### config.mk
export PLATFORM = sky130hd
export DESIGN_NAME = fetch_queue
export DESIGN_NICKNAME = d
export VERILOG_FILES = /design/src/rtl/olivia_pkg.sv /design/src/rtl/fetch_queue.sv
export SDC_FILE = /design/constraint.sdc
export NUM_CORES = 1
export LEC_CHECK = 0
export CORE_UTILIZATION = 35
export CTS_CLUSTER_DIAMETER = 100
export DETAILED_ROUTE_END_ITERATION = 12
export GPL_TIMING_DRIVEN = 0
export HOLD_SLACK_MARGIN = 0.02
export PLACE_DENSITY = 0.56
export RECOVER_POWER = 50
export SLEW_MARGIN = 0
export SYNTH_ARGS = -nofsm -noshare
export SYNTH_HDL_FRONTEND = slang
export SYNTH_SLANG_ARGS = --single-unit
export TNS_END_PERCENT = 20
### constraint.sdc
create_clock -name clk -period 7.14 [get_ports clk]
set_input_delay 1.071 -clock clk [delete_from_list [all_inputs] [get_ports clk]]
set_output_delay 1.071 -clock clk [all_outputs]
set_load 0.02 [all_outputs]
### src/rtl/olivia_pkg.sv
// Shared Olivia core types and constants used by the IF/ID fetch queue.
package olivia_pkg;

    localparam int unsigned ADDR_W  = 64;
    localparam int unsigned INSTR_W = 32;

    localparam logic [INSTR_W-1:0] NOP_INSTR = 32'hD503201F;

    typedef struct packed {
        logic [ADDR_W-1:0]  pc;
        logic [INSTR_W-1:0] instr;
    } fq_entry_t;

endpackage

### src/rtl/fetch_queue.sv
// IF->ID instruction queue: buffers {pc, instr} pairs across ID stalls,
// flushes on redirect and presents a NOP bubble when empty.
module fetch_queue
    import olivia_pkg::*;
#(
    parameter int unsigned DEPTH = 4
) (
    input  logic                       clk,
    input  logic                       rst,
    input  logic                       flush,
    input  logic                       in_valid,
    output logic                       in_ready,
    input  logic [ADDR_W-1:0]          in_pc,
    input  logic [INSTR_W-1:0]         in_instr,
    output logic                       out_valid,
    input  logic                       out_ready,
    output logic [ADDR_W-1:0]          out_pc,
    output logic [INSTR_W-1:0]         out_instr,
    output logic [$clog2(DEPTH+1)-1:0] count
);

    localparam int unsigned PTR_W = $clog2(DEPTH);
    localparam int unsigned CNT_W = $clog2(DEPTH + 1);

    if ((DEPTH < 2) || ((DEPTH & (DEPTH - 1)) != 0)) begin : g_depth_check
        $error("fetch_queue: DEPTH must be a power of two and >= 2");
    end

    logic [PTR_W-1:0] r_wr_ptr;
    logic [PTR_W-1:0] r_rd_ptr;
    logic [CNT_W-1:0] r_count;
    fq_entry_t        r_mem [DEPTH];

    logic w_push;
    logic w_pop;

    // Handshake is qualified only by occupancy, never by the other side.
    assign in_ready  = (r_count < CNT_W'(DEPTH));
    assign out_valid = (r_count != '0);
    assign w_push    = in_valid & in_ready;
    assign w_pop     = out_valid & out_ready;

    // Control state; pointers wrap naturally at DEPTH.
    always_ff @(posedge clk) begin
        if (rst || flush) begin
            r_wr_ptr <= '0;
            r_rd_ptr <= '0;
            r_count  <= '0;
        end else begin
            if (w_push) begin
                r_wr_ptr <= r_wr_ptr + PTR_W'(1);
            end
            if (w_pop) begin
                r_rd_ptr <= r_rd_ptr + PTR_W'(1);
            end
            case ({w_push, w_pop})
                2'b10:   r_count <= r_count + CNT_W'(1);
                2'b01:   r_count <= r_count - CNT_W'(1);
                default: r_count <= r_count;
            endcase
        end
    end

    // Data array carries no reset; contents are don't-care while unoccupied.
    always_ff @(posedge clk) begin
        if (w_push && !flush && !rst) begin
            r_mem[r_wr_ptr] <= '{pc: in_pc, instr: in_instr};
        end
    end

    assign out_pc    = out_valid ? r_mem[r_rd_ptr].pc    : '0;
    assign out_instr = out_valid ? r_mem[r_rd_ptr].instr : NOP_INSTR;
    assign count     = r_count;

endmodule

======== Yosys cells after proc, flatten, opt, wreduce, memory -nomap -nowiden ========
Memories as Yosys holds them, arrays and structs flattened. A register that Yosys moved wholly into a read port is not among the register bits.
Cells that the tools add are included.
Widths: inputs -> output; s select.
storage, ports and cells
  register bits after elaboration ......... 7
  RAM bits ................................ 384
  input bits .............................. 101
  output and inout bits ................... 101
  logic and storage cells ................. 27
  memories kept ........................... 1
memory list
  name   words  bits a word  read ports  clocked after memory_dff  write ports  RTL line           RTL
  r_mem  4      96           1           1                         1            fetch_queue.sv:32  fq_entry_t r_mem [DEPTH];
cells by class
  add/subtract/negate cells ............... 4
  magnitude comparators ................... 1
  eq/ne operators ......................... 2
  multiplexer cells ....................... 7
  bitwise gates (word level) .............. 2
  reductions and logical operators ........ 7
operators with widths
  operator             count
  $mux 64              1
  $mux 32              1
  $pmux 3 s2           1
  $add 2x1->2 const B  2
  $mux 2               2
  $add 3x1->3 const B  1
  $lt 3x3->1 const B   1
  $reduce_bool 3->1    1
  $sub 3x1->3 const B  1
  $and 1x1->1          2
  $eq 2x1->1 const B   1
  $eq 2x2->1 const B   1
  $logic_and 1x1->1    2
  $logic_not 1->1      2
  $mux 1               2
  $reduce_bool 2->1    1
  $logic_or 1x1->1     1

======== Logic depth before layout (Yosys ltp) ========
Gate-level depths: netlist of the first run.
  depth after elaboration ................. 6
  gate-level depth with buffers ........... 9
  mapped depth without buffers ............ 8

======== Worst setup path before layout of the first run ========
No wires, ideal clock.
  path type ............................... in2reg
  start ................................... input in_valid
  end ..................................... memory r_mem[0][0] (netlist name) (enable)
  setup time .............................. 0.466 ns
  arrival ................................. 3.723 ns
  required time ........................... 6.674 ns
  slack ................................... 2.951 ns
  cell stages on the path ................. 3
  path buffers ............................ 1
  cell sequence ........................... nor2b_1 -> clkbuf_1 -> and3_1
on the way
  word-level cells in the longest chain between the ends .. 5
ends and longest elaborated chain
  element                         RTL line           RTL
  start: declaration              fetch_queue.sv:11  input logic in_valid,
  $and 1x1->1                     fetch_queue.sv:40  assign w_push = in_valid & in_ready;
  $logic_and 1x1->1 (2 in a row)  fetch_queue.sv:66  if (w_push && !flush && !rst) begin
  $mux 1                          fetch_queue.sv:66
  $mux 1 (implied by the code)    fetch_queue.sv:67  r_mem[r_wr_ptr] <= '{pc: in_pc, instr: in_instr};
  end: declaration                fetch_queue.sv:32
No other way between the ends.

======== Final worst setup path of the first run ========
  start ................................... input in_valid
  end ..................................... memory r_mem[1][60] (netlist name) (enable)
Same word-level chain as after synthesis.

==> implementation parameters, run 1 <==
Parameter                              Value

Run status
  Outcome    finished, violations left
  Violations in the final reports    capacitance limit, slew limit

Worst setup path
  WP data required    just over 7000 ps
  Largest delay share family, worst path    buffers and inverters
  Standard cell with the maximum stage delay on the critical path    sky130_fd_sc_hd__clkbuf_1
  Element type at the critical path start    input port
  Crit-path cells    dlygate4sd3_1 -> nor2b_1 -> clkbuf_1 -> and3_1 -> clkbuf_1
  Origin of the worst setup path    in_valid
  Type of the worst setup path    in2reg
  Maximum cell stage delay along the critical path    2080 ps
  Launching point of the worst reg2reg path    count[2]
  Cell occurring most often along the worst timing path    sky130_fd_sc_hd__clkbuf_1
  Buf/Inv on CP    3
  Data arrival at the endpoint of the critical path    4830 ps
  Endpoint type of the worst setup path    flip-flop
  Critical path peak fanout    between 40 and 50

Min path
  Worst Min Path Start    r_rd_ptr[1]
  Path class of the lowest-slack min-delay path    reg2reg

Die
  Starting density of the core    35.6%
  Placement Rows    75
  Core box area    around 42000 µm²
  Die outline width    209 µm
  Vertical extent of the die    roughly 210 µm
  I/O pin cnt    between 200 and 250
  Area of the die    ~44000 µm²

Clock network
  Sink count of the clock tree    between 300 and 400
  H-Tree Level Count    2
  Max Buffers Root-to-Sink    3
  Cts bufs inserted    43
  TritonCTS clock tree    built
  Resized Gates After CTS    0
  Clock latency reported for the late side of the worst-skew pair    approximately 550 ps
  Root cell of the clock tree    sky130_fd_sc_hd__clkbuf_16
  Number of buffers added for setup after CTS    0
  Post-CTS Hold Buffers    0
  Clk slew on worst S/H paths    60 ps

Power and ir drop
  Leak pwr    about 6 nW
  IR Drop Worst-Case VDD    around 190 µV
  Overall power    between 4 and 5 mW
  Power per cell area    between 200 and 300 nW/µm²

Yosys
  Avg Inst Size Synth    between 20 and 25 µm²
  Largest family of logic cells by synthesized area    multiplexers
  Share of the synthesized netlist area taken by xor and xnor gates    less than 1%
  Synthesized cell area    15000 µm²
  Cell count after synthesis    approximately 660
  Cell taking the most area after synthesis    sky130_fd_sc_hd__edfxtp_1
  Syn. warnings    0
  Adder and majority gate portion of the synthesized area    less than 1%
  Yosys reg bits    a little under 400
  Sequential-to-total area share from yosys stat    a little under 80%
  Share of Yosys cell area claimed by the top area cell type    between 70% and 80%
  Net Count, Synth    770
  Netlist cell types    24
  Synth Area in Simple Gates    under 10%
  Fraction of synthesized area in multiplexers    14.5%
  Post-synthesis compound-gate area fraction    less than 1%
  Synth area leaders    sky130_fd_sc_hd__edfxtp_1 (77%), sky130_fd_sc_hd__mux4_2 (14%), sky130_fd_sc_hd__nor2b_1 (3.5%), sky130_fd_sc_hd__dfxtp_1 (1.2%), sky130_fd_sc_hd__or2_1 (0.54%)

Detailed routing
  Drt drc    0
  Total Wirelength    about 30 mm
  DR pass1 iterations    5
  Total number of vias    approximately 7.1k
  Count of antenna-violating nets left after detailed routing    0
  Detailed-route wire length per cell    20.7 µm
  Post-DR vias/cell    between 4 and 5
  Starting DRC count in detailed routing    373

Timing
  Clock period minus worst slack    ~4700 ps
  Tightest Pin Transition    between 2000 and 3000 ps
  Period utilisation layout    approximately two thirds
  Final Setup Violations    0
  Accumulated negative setup slack    0 ps
  Final Hold Violating Endpoints    0
  Worst slew margin relative to its limit    -91.0%
  Clock skew    20.9 ps
  Max-slew violation count    85
  Peak Freq    around 210 MHz
  RSZ-0062 raised after global routing    false

GRT
  Wire length of the first global-routing pass    ~47 mm
  Overall track demand over capacity in global routing    about 15%
  Number of global-route vias before repair    between 7k and 8k
  Total congestion overflow after global routing    0
  Number of antenna violations at the first check in global routing    11
  Largest net degree at the start of global routing    51

Final layout
  Growth of design area from synthesis to finish    28.0%
  Fraction of layout cells with a size suffix above 1    between 10% and 20%
  Commonest cells after routing, fill and taps aside    sky130_fd_sc_hd__edfxtp_1 (384), sky130_fd_sc_hd__clkdlybuf4s50_1 (103), sky130_fd_sc_hd__dlygate4sd3_1 (98)
  Commonest non-fill, non-tap cell in the layout    sky130_fd_sc_hd__edfxtp_1
  Count of fill cells added during filler insertion    around 3.7k
  Final net count    1022
  Final std cells w/o fill    around 1.5k

Placed design
  Routability congestion estimate    approximately 0.67
  Port Buf Inserts    roughly 200
  Cell total after placement    around 1.4k
  Final HPWL DP    roughly 19 mm

Flow run
  Number of max-cap violations    2
[tightest hold or removal path: cells and delay by family, from the launching register on]
| kind | cells | cell delay (ps) |
|---|---|---|
| compound gates | 2 | 150 |
| flops | 1 | 310 |
[stage by stage]
| stage | area (µm²) | hold slack [ps] | setup slack, ps | utilization [%] |
|---|---|---|---|---|
| floorplan | 15000 | 459 | 2950 | - |
| global placement | 17600 | 480 | 256 | 42.0 |
| detailed placement | 17800 | 502 | 3050 | 42.4 |
| CTS | 19200 | 512 | 2420 | 45.6 |
| global route | 19100 | 530 | 2030 | 45.5 |
| finish | 19100 | 505 | 2410 | 45.5 |
[Yosys cell counts, drive strengths merged]
cell type	n
a21oi	3
and3	4
buf	19
clkbuf	15
dfxtp	9
edfxtp	384
fa	1
ha	5
inv	9
mux2i	1
mux4	96
nand2	1
nor2	8
nor2b	84
nor3	1
o21ai	2
o31ai	1
or2	14
or3	2
xnor2	1
xor2	3
[power by group]
part | switching [mW] | leakage, nW | total (mW) | internal, mW
Clock | 0.859 | 0.670 | 2.12 | 1.26
Sequential | 0.00636 | 3.54 | 2.56 | 2.56
Combinational | 0.158 | 1.73 | 0.305 | 0.146
[final cells by class]
class	count	area [µm²]	area share (%)
flip-flops and latches	393	11700	61.2
multi-input cells	227	3030	15.9
repair buffers	207	2120	11.1
clock buffers	53	1170	6.09
well taps	539	674	3.52
clock inverters	25	193	1.01
plain buffers	34	184	0.961
inverters	9	33.8	0.177
diodes	7	17.5	0.0915
[worst paths after layout]
path,to,slack (ps),cells after the start
worst max register to register,r_mem[1][60],3040,4
worst min register to register,r_rd_ptr[1],500,2
worst max-delay path,r_mem[1][60],2410,5
worst min-delay path,r_rd_ptr[1],500,2
[metal layers]
metal	GRT usage [%]	part of all wire (%)	vias up
li1	-	-	3214
met1	18.1	42	3646
met2	23.6	48	194
met3	5.14	7.7	61
met4	4.79	2.3	10
met5	0	0.17	-
[sequential cells by signal (all words and copies together), names as in the netlist, named ones only]
| register | count |
|---|---|
| r_rd_ptr | 2 |
| r_wr_ptr | 2 |
| r_mem | 384 |
| count | 3 |
[logic make-up (layout without fill, tap and decap cells)]
family / after synthesis / in the layout
compound gates: 6 / 6
xor+xnor: 4 / 4
fa+ha+maj: 6 / 6
buf+inv: 43 / 328
flops: 393 / 393
mux: 97 / 97
other cells: 0 / 7
simple gates: 114 / 114
(Power assumes the default switching activity.)
==> inputs of run 2 (changes only) <==
--- a/config.mk
+++ b/config.mk
@@ -10,7 +10,7 @@
 export DETAILED_ROUTE_END_ITERATION = 12
 export GPL_TIMING_DRIVEN = 0
 export HOLD_SLACK_MARGIN = 0.02
-export PLACE_DENSITY = 0.56
+export PLACE_DENSITY = 0.58
 export RECOVER_POWER = 50
 export SLEW_MARGIN = 0
 export SYNTH_ARGS = -nofsm -noshare
==> constraint.sdc (replaced) <==
create_clock -name clk -period 4.3 [get_ports clk]
set_input_delay 0.645 -clock clk [delete_from_list [all_inputs] [get_ports clk]]
set_output_delay 0.645 -clock clk [all_outputs]
set_load 0.02 [all_outputs]
==> implementation parameters, run 2 (same netlist as run 1, synthesis figures left out) <==
Parameter                              Value

GRT
  Wire length of the first global-routing pass    47.4 mm
  Global-route track usage on met3    under 10%
  Total congestion overflow after global routing    0
  Met1 Resource Use GR    19.0%
  Number of antenna violations at the first check in global routing    10
  Number of global-route vias before repair    7819
  Overall track demand over capacity in global routing    14.8%
  Met2 usage in global routing    between 20% and 30%
  GR peak layer    met2
  Largest net degree at the start of global routing    between 50 and 60

Final layout
  Fraction of layout cells with a size suffix above 1    approximately 19%
  Growth of design area from synthesis to finish    27.9%
  Commonest non-fill, non-tap cell in the layout    sky130_fd_sc_hd__edfxtp_1
  Final net count    between 1k and 1.5k
  Flip-flop count of the largest register, all copies and words added    around 380
  Largest register by flop count    r_mem
  Final std cells w/o fill    between 1k and 1.5k
  Commonest cells after routing, fill and taps aside    sky130_fd_sc_hd__edfxtp_1 (384), sky130_fd_sc_hd__clkdlybuf4s50_1 (103), sky130_fd_sc_hd__dlygate4sd3_1 (98)

Die
  Starting density of the core    a little over a third
  I/O pin cnt    202
  Area of the die    43600 µm²
  Placement Rows    75
  Die outline width    209 µm
  Core box area    roughly 42000 µm²
  Vertical extent of the die    about 210 µm

Worst setup path
  Worst Reg-to-Reg Cells    4
  Launching point of the worst reg2reg path    count[2]
  Critical path peak fanout    10
  Worst setup path endpoint    out_instr[3]
  Endpoint of the most critical register-to-register path    r_mem[3][78]
  Origin of the worst setup path    count[1]
  Data arrival at the endpoint of the critical path    about 3200 ps
  WP data required    between 3000 and 4000 ps
  Worst reg2reg setup slack    760 ps
  Crit-path cells    nor3_1 -> buf_2 -> clkbuf_1 -> or2_1 -> clkdlybuf4s50_1
  Endpoint type of the worst setup path    output pin
  Standard cell with the maximum stage delay on the critical path    sky130_fd_sc_hd__clkdlybuf4s50_1
  Type of the worst setup path    reg2out
  Element type at the critical path start    flip-flop
  Maximum cell stage delay along the critical path    680 ps

Detailed routing
  Total Wirelength    roughly 31 mm
  Post-DR vias/cell    ~4.7
  Drt drc    0
  DR pass1 iterations    4
  Count of antenna-violating nets left after detailed routing    0
  Starting DRC count in detailed routing    320
  Detailed-route wire length per cell    between 20 and 25 µm
  Total number of vias    between 7k and 8k

Clock network
  Clk slew on worst S/H paths    60 ps
  H-Tree Level Count    2
  Cts bufs inserted    43
  Root cell of the clock tree    sky130_fd_sc_hd__clkbuf_16
  TritonCTS clock tree    built
  Clock latency reported for the late side of the worst-skew pair    between 500 and 600 ps
  Resized Gates After CTS    0
  Post-CTS Hold Buffers    0
  Sink count of the clock tree    approximately 390
  Max Buffers Root-to-Sink    3

Timing
  Smallest setup slack after layout    484 ps
  Peak Freq    roughly 260 MHz
  Period utilisation layout    about nine tenths
  Final Setup Violations    0
  Final Hold Violating Endpoints    0
  Tightest Pin Transition    about 2600 ps
  Max-slew violation count    between 40 and 50
  Worst slew margin relative to its limit    -73.4%
  Clock period minus worst slack    roughly 3800 ps
  Clock skew    ~19 ps
  RSZ-0062 raised after global routing    false

Placed design
  Port Buf Inserts    ~200
  Final HPWL DP    between 15 and 20 mm
  Routability congestion estimate    around 0.68
  Cell total after placement    around 1.4k
  Minimum setup slack after placement    roughly 560 ps

Flow run
  Number of max-cap violations    1

Min path
  Instance count along the most critical hold path    2
  Path class of the lowest-slack min-delay path    reg2reg

Power and ir drop
  Leak pwr    5.94 nW
  IR Drop Worst-Case VDD    around 340 µV
  Power per cell area    ~430 nW/µm²

Run status
  Outcome    finished, violations left
  Violations in the final reports    capacitance limit, slew limit
run 2: critical path: cells and delay by family (launching register included):
family	cells	cell delay, ps
buf+inv	3	1540
simple gates	2	710
flops	1	350
run 2: where the power goes:
group / internal, mW / switching, mW
logic: 0.244 / 0.267
clock network: 2.08 / 1.46
registers: 4.25 / 0.00994
total: 6.57 / 1.73
run 2: area by class of cell:
| class | count | area (µm²) |
|---|---|---|
| Buffer | 34 | 185 |
| Fill cell | 3652 | 22900 |
| Sequential cell | 393 | 11700 |
| Clock buffer | 49 | 1140 |
| Clock inverter | 30 | 216 |
| Tap cell | 539 | 674 |
| Timing Repair Buffer | 206 | 2130 |
| Inverter | 9 | 33.8 |
| Multi-Input combinational cell | 227 | 3020 |
| Antenna cell | 2 | 5.00 |
run 2: worst min-delay path by stage:
stage	startpoint	end	slack [ps]
final	r_rd_ptr[1]	r_rd_ptr[1]	500
after floorplan	r_rd_ptr[1]	flip-flop	460
after detailed placement	r_rd_ptr[1]	r_rd_ptr[1]	500
after global placement	r_rd_ptr[1]	r_rd_ptr[1]	490
after global routing	r_rd_ptr[1]	flip-flop	530
after CTS	r_rd_ptr[1]	r_rd_ptr[1]	510
run 2: layer usage:
layer / part of all wire, % / up-vias
li1: - / 3205
met1: 44 / 3601
met2: 47 / 188
met3: 6.9 / 59
met4: 1.7 / 14
met5: 0.26 / -
run 2: stage by stage:
stage	hold slack [ps]	area, µm²	power [mW]	utilization [%]	TNS, ps
final	498	19100	8.30	45.5	0
after global routing	528	19100	8.60	45.5	0
after CTS	507	19100	8.45	45.5	0
after detailed placement	497	17800	4.88	42.3	0
after global placement	486	17600	4.88	42.0	-827830
after floorplan	459	15000	4.57	-	0
run 2: timing repair:
| action | CTS | global route |
|---|---|---|
| endpoints found under the setup margin | 3 | 0 |
| setup buffers | 1 | 0 |
| endpoints found under the hold margin | 0 | 0 |
==> inputs of run 3 (changes only) <==
--- a/config.mk
+++ b/config.mk
@@ -6,11 +6,11 @@
 export NUM_CORES = 1
 export LEC_CHECK = 0
 export CORE_UTILIZATION = 35
-export CTS_CLUSTER_DIAMETER = 100
+export CTS_CLUSTER_DIAMETER = 150
 export DETAILED_ROUTE_END_ITERATION = 12
 export GPL_TIMING_DRIVEN = 0
 export HOLD_SLACK_MARGIN = 0.02
-export PLACE_DENSITY = 0.58
+export PLACE_DENSITY = 0.56
 export RECOVER_POWER = 50
 export SLEW_MARGIN = 0
 export SYNTH_ARGS = -nofsm -noshare
==> constraint.sdc (replaced) <==
create_clock -name clk -period 4.95 [get_ports clk]
set_input_delay 0.7425 -clock clk [delete_from_list [all_inputs] [get_ports clk]]
set_output_delay 0.7425 -clock clk [all_outputs]
set_load 0.02 [all_outputs]
==> implementation parameters, run 3 (same netlist as run 1, synthesis figures left out) <==
Parameter                              Value

Timing
  Smallest setup slack after layout    a little over 600 ps
  Worst slew margin relative to its limit    approximately 3.2%
  Tightest Pin Transition    1450 ps
  Final Setup Violations    0
  Period utilisation layout    between 80% and 90%
  Final Hold Violating Endpoints    0
  Clock skew    between 20 and 25 ps
  Accumulated negative setup slack    0 ps
  Clock period minus worst slack    between 4000 and 5000 ps
  RSZ-0062 raised after global routing    false
  Peak Freq    between 200 and 250 MHz
  Max-slew violation count    0

Min path
  Instance count along the most critical hold path    2
  Worst Min Path Start    r_rd_ptr[1]
  Worst min-delay path endpoint    r_rd_ptr[1]
  Path class of the lowest-slack min-delay path    reg2reg

Worst setup path
  Endpoint of the most critical register-to-register path    r_mem[1][10]
  Crit-path cells    nor3_4 -> clkbuf_1 -> clkbuf_1 -> or2_1 -> clkdlybuf4s50_1
  Data arrival at the endpoint of the critical path    approximately 3600 ps
  WP data required    4210 ps
  Buf/Inv on CP    3
  Type of the worst setup path    reg2out
  Worst Reg-to-Reg Cells    4
  Critical path peak fanout    10
  Largest delay share family, worst path    buffers and inverters
  Worst reg2reg setup slack    between 1500 and 2000 ps
  Launching point of the worst reg2reg path    count[2]
  Cell occurring most often along the worst timing path    sky130_fd_sc_hd__clkbuf_1
  Standard cell with the maximum stage delay on the critical path    sky130_fd_sc_hd__nor3_4
  Endpoint type of the worst setup path    output pin
  Element type at the critical path start    flip-flop
  Maximum cell stage delay along the critical path    between 800 and 900 ps

Flow run
  Number of max-cap violations    0

Die
  Area of the die    about 44000 µm²
  Die outline width    209 µm
  Core box area    42000 µm²
  Placement Rows    between 70 and 80
  Vertical extent of the die    around 210 µm
  Starting density of the core    between 30% and 40%
  I/O pin cnt    202

Power and ir drop
  Overall power    ~7.2 mW
  Leak pwr    roughly 6 nW
  IR Drop Worst-Case VDD    276 µV
  Power per cell area    around 380 nW/µm²

Clock network
  Clk slew on worst S/H paths    around 60 ps
  Cts bufs inserted    43
  Root cell of the clock tree    sky130_fd_sc_hd__clkbuf_16
  H-Tree Level Count    2
  Max Buffers Root-to-Sink    3
  Post-CTS Hold Buffers    0
  Number of buffers added for setup after CTS    0
  Clock latency reported for the late side of the worst-skew pair    550 ps
  TritonCTS clock tree    built
  Sink count of the clock tree    slightly below 400
  Resized Gates After CTS    0

Final layout
  Fraction of layout cells with a size suffix above 1    between 15 and 20%
  Growth of design area from synthesis to finish    28.0%
  Commonest non-fill, non-tap cell in the layout    sky130_fd_sc_hd__edfxtp_1
  Final standard cell utilization of the core    between 40% and 50%
  Largest register by flop count    r_mem
  Commonest cells after routing, fill and taps aside    sky130_fd_sc_hd__edfxtp_1 (384), sky130_fd_sc_hd__clkdlybuf4s50_1 (103), sky130_fd_sc_hd__dlygate4sd3_1 (98)
  Flip-flop count of the largest register, all copies and words added    around 380
  Final net count    around 1.0k

GRT
  Wire length of the first global-routing pass    approximately 47 mm
  Number of antenna violations at the first check in global routing    11
  Overall track demand over capacity in global routing    between 10 and 15%
  Largest net degree at the start of global routing    51
  Total congestion overflow after global routing    0
  Number of global-route vias before repair    ~7.7k

Detailed routing
  Drt drc    0
  Starting DRC count in detailed routing    386
  Count of antenna-violating nets left after detailed routing    0
  Post-DR vias/cell    4.77
  Total Wirelength    approximately 30 mm
  Total number of vias    7121
  DR pass1 iterations    5
  Detailed-route wire length per cell    ~21 µm

Placed design
  Port Buf Inserts    around 200
  Final HPWL DP    18.8 mm
  Minimum setup slack after placement    approximately 1200 ps
  Routability congestion estimate    approximately 0.67

Run status
  Outcome    completed
[run 3: cell count changes in the layout (fill, tap and decap cells not counted), sizes merged]
cell / previous run / this run
diode: 2 / 7
buf: 24 / 22
clkinv: 25 / 20
clkbuf: 64 / 71
[run 3: stage by stage]
step,std cells,instance area (µm²),hold slack (ps)
after floorplan,663,15000,459
after global placement,1403,17600,480
after detailed placement,1409,17800,502
after CTS,1487,19200,512
after global routing,1488,19100,530
final,1494,19100,505
[run 3: report_power, final]
| group | leakage [nW] | internal, mW | switching [mW] | total, mW |
|---|---|---|---|---|
| Clock | 0.670 | 1.82 | 1.24 | 3.06 |
| Combinational | 1.73 | 0.211 | 0.228 | 0.439 |
| Sequential | 3.54 | 3.69 | 0.00917 | 3.70 |
| Total | 5.94 | 5.72 | 1.48 | 7.20 |
[run 3: area by class of cell]
class                   instances  area [µm²]
clock inverters                25         193
clock buffers                  53        1170
diodes                          7        17.5
well taps                     539         674
inverters                       9        33.8
repair buffers                207        2120
multi-input cells             227        3030
flip-flops and latches        393       11700
fillers                      3654       22900
plain buffers                  34         184
[run 3: metal layers]
| layer | vias to the layer above | wire length [µm] | track usage [%] |
|---|---|---|---|
| met5 | - | 52 | 0 |
| met4 | 10 | 698 | 4.79 |
| met3 | 61 | 2400 | 5.14 |
| met2 | 196 | 14800 | 23.6 |
| met1 | 3640 | 12900 | 18.1 |
| li1 | 3214 | - | - |
[run 3: how the worst max path moves through the flow]
stage,start,end,depth (start not counted),slack (ps)
3_5_place_dp,count[0],out_instr[17],5,1190
5_1_grt,count[0],out_instr[17],5,310
3_3_place_gp,in_valid,r_mem[0][74],4,-1610
4_1_cts,count[0],out_instr[17],5,560
2_1_floorplan,in_valid,r_mem[0][0],3,1090
6_report,count[0],out_instr[17],5,610
[run 3: worst reg2reg max path, cell delays in order (launching register included)]
cell	delay (ps)
sky130_fd_sc_hd__dfxtp_1	380
sky130_fd_sc_hd__nor2b_1	130
sky130_fd_sc_hd__clkbuf_1	280
sky130_fd_sc_hd__and3_1	720
sky130_fd_sc_hd__clkbuf_2	1070
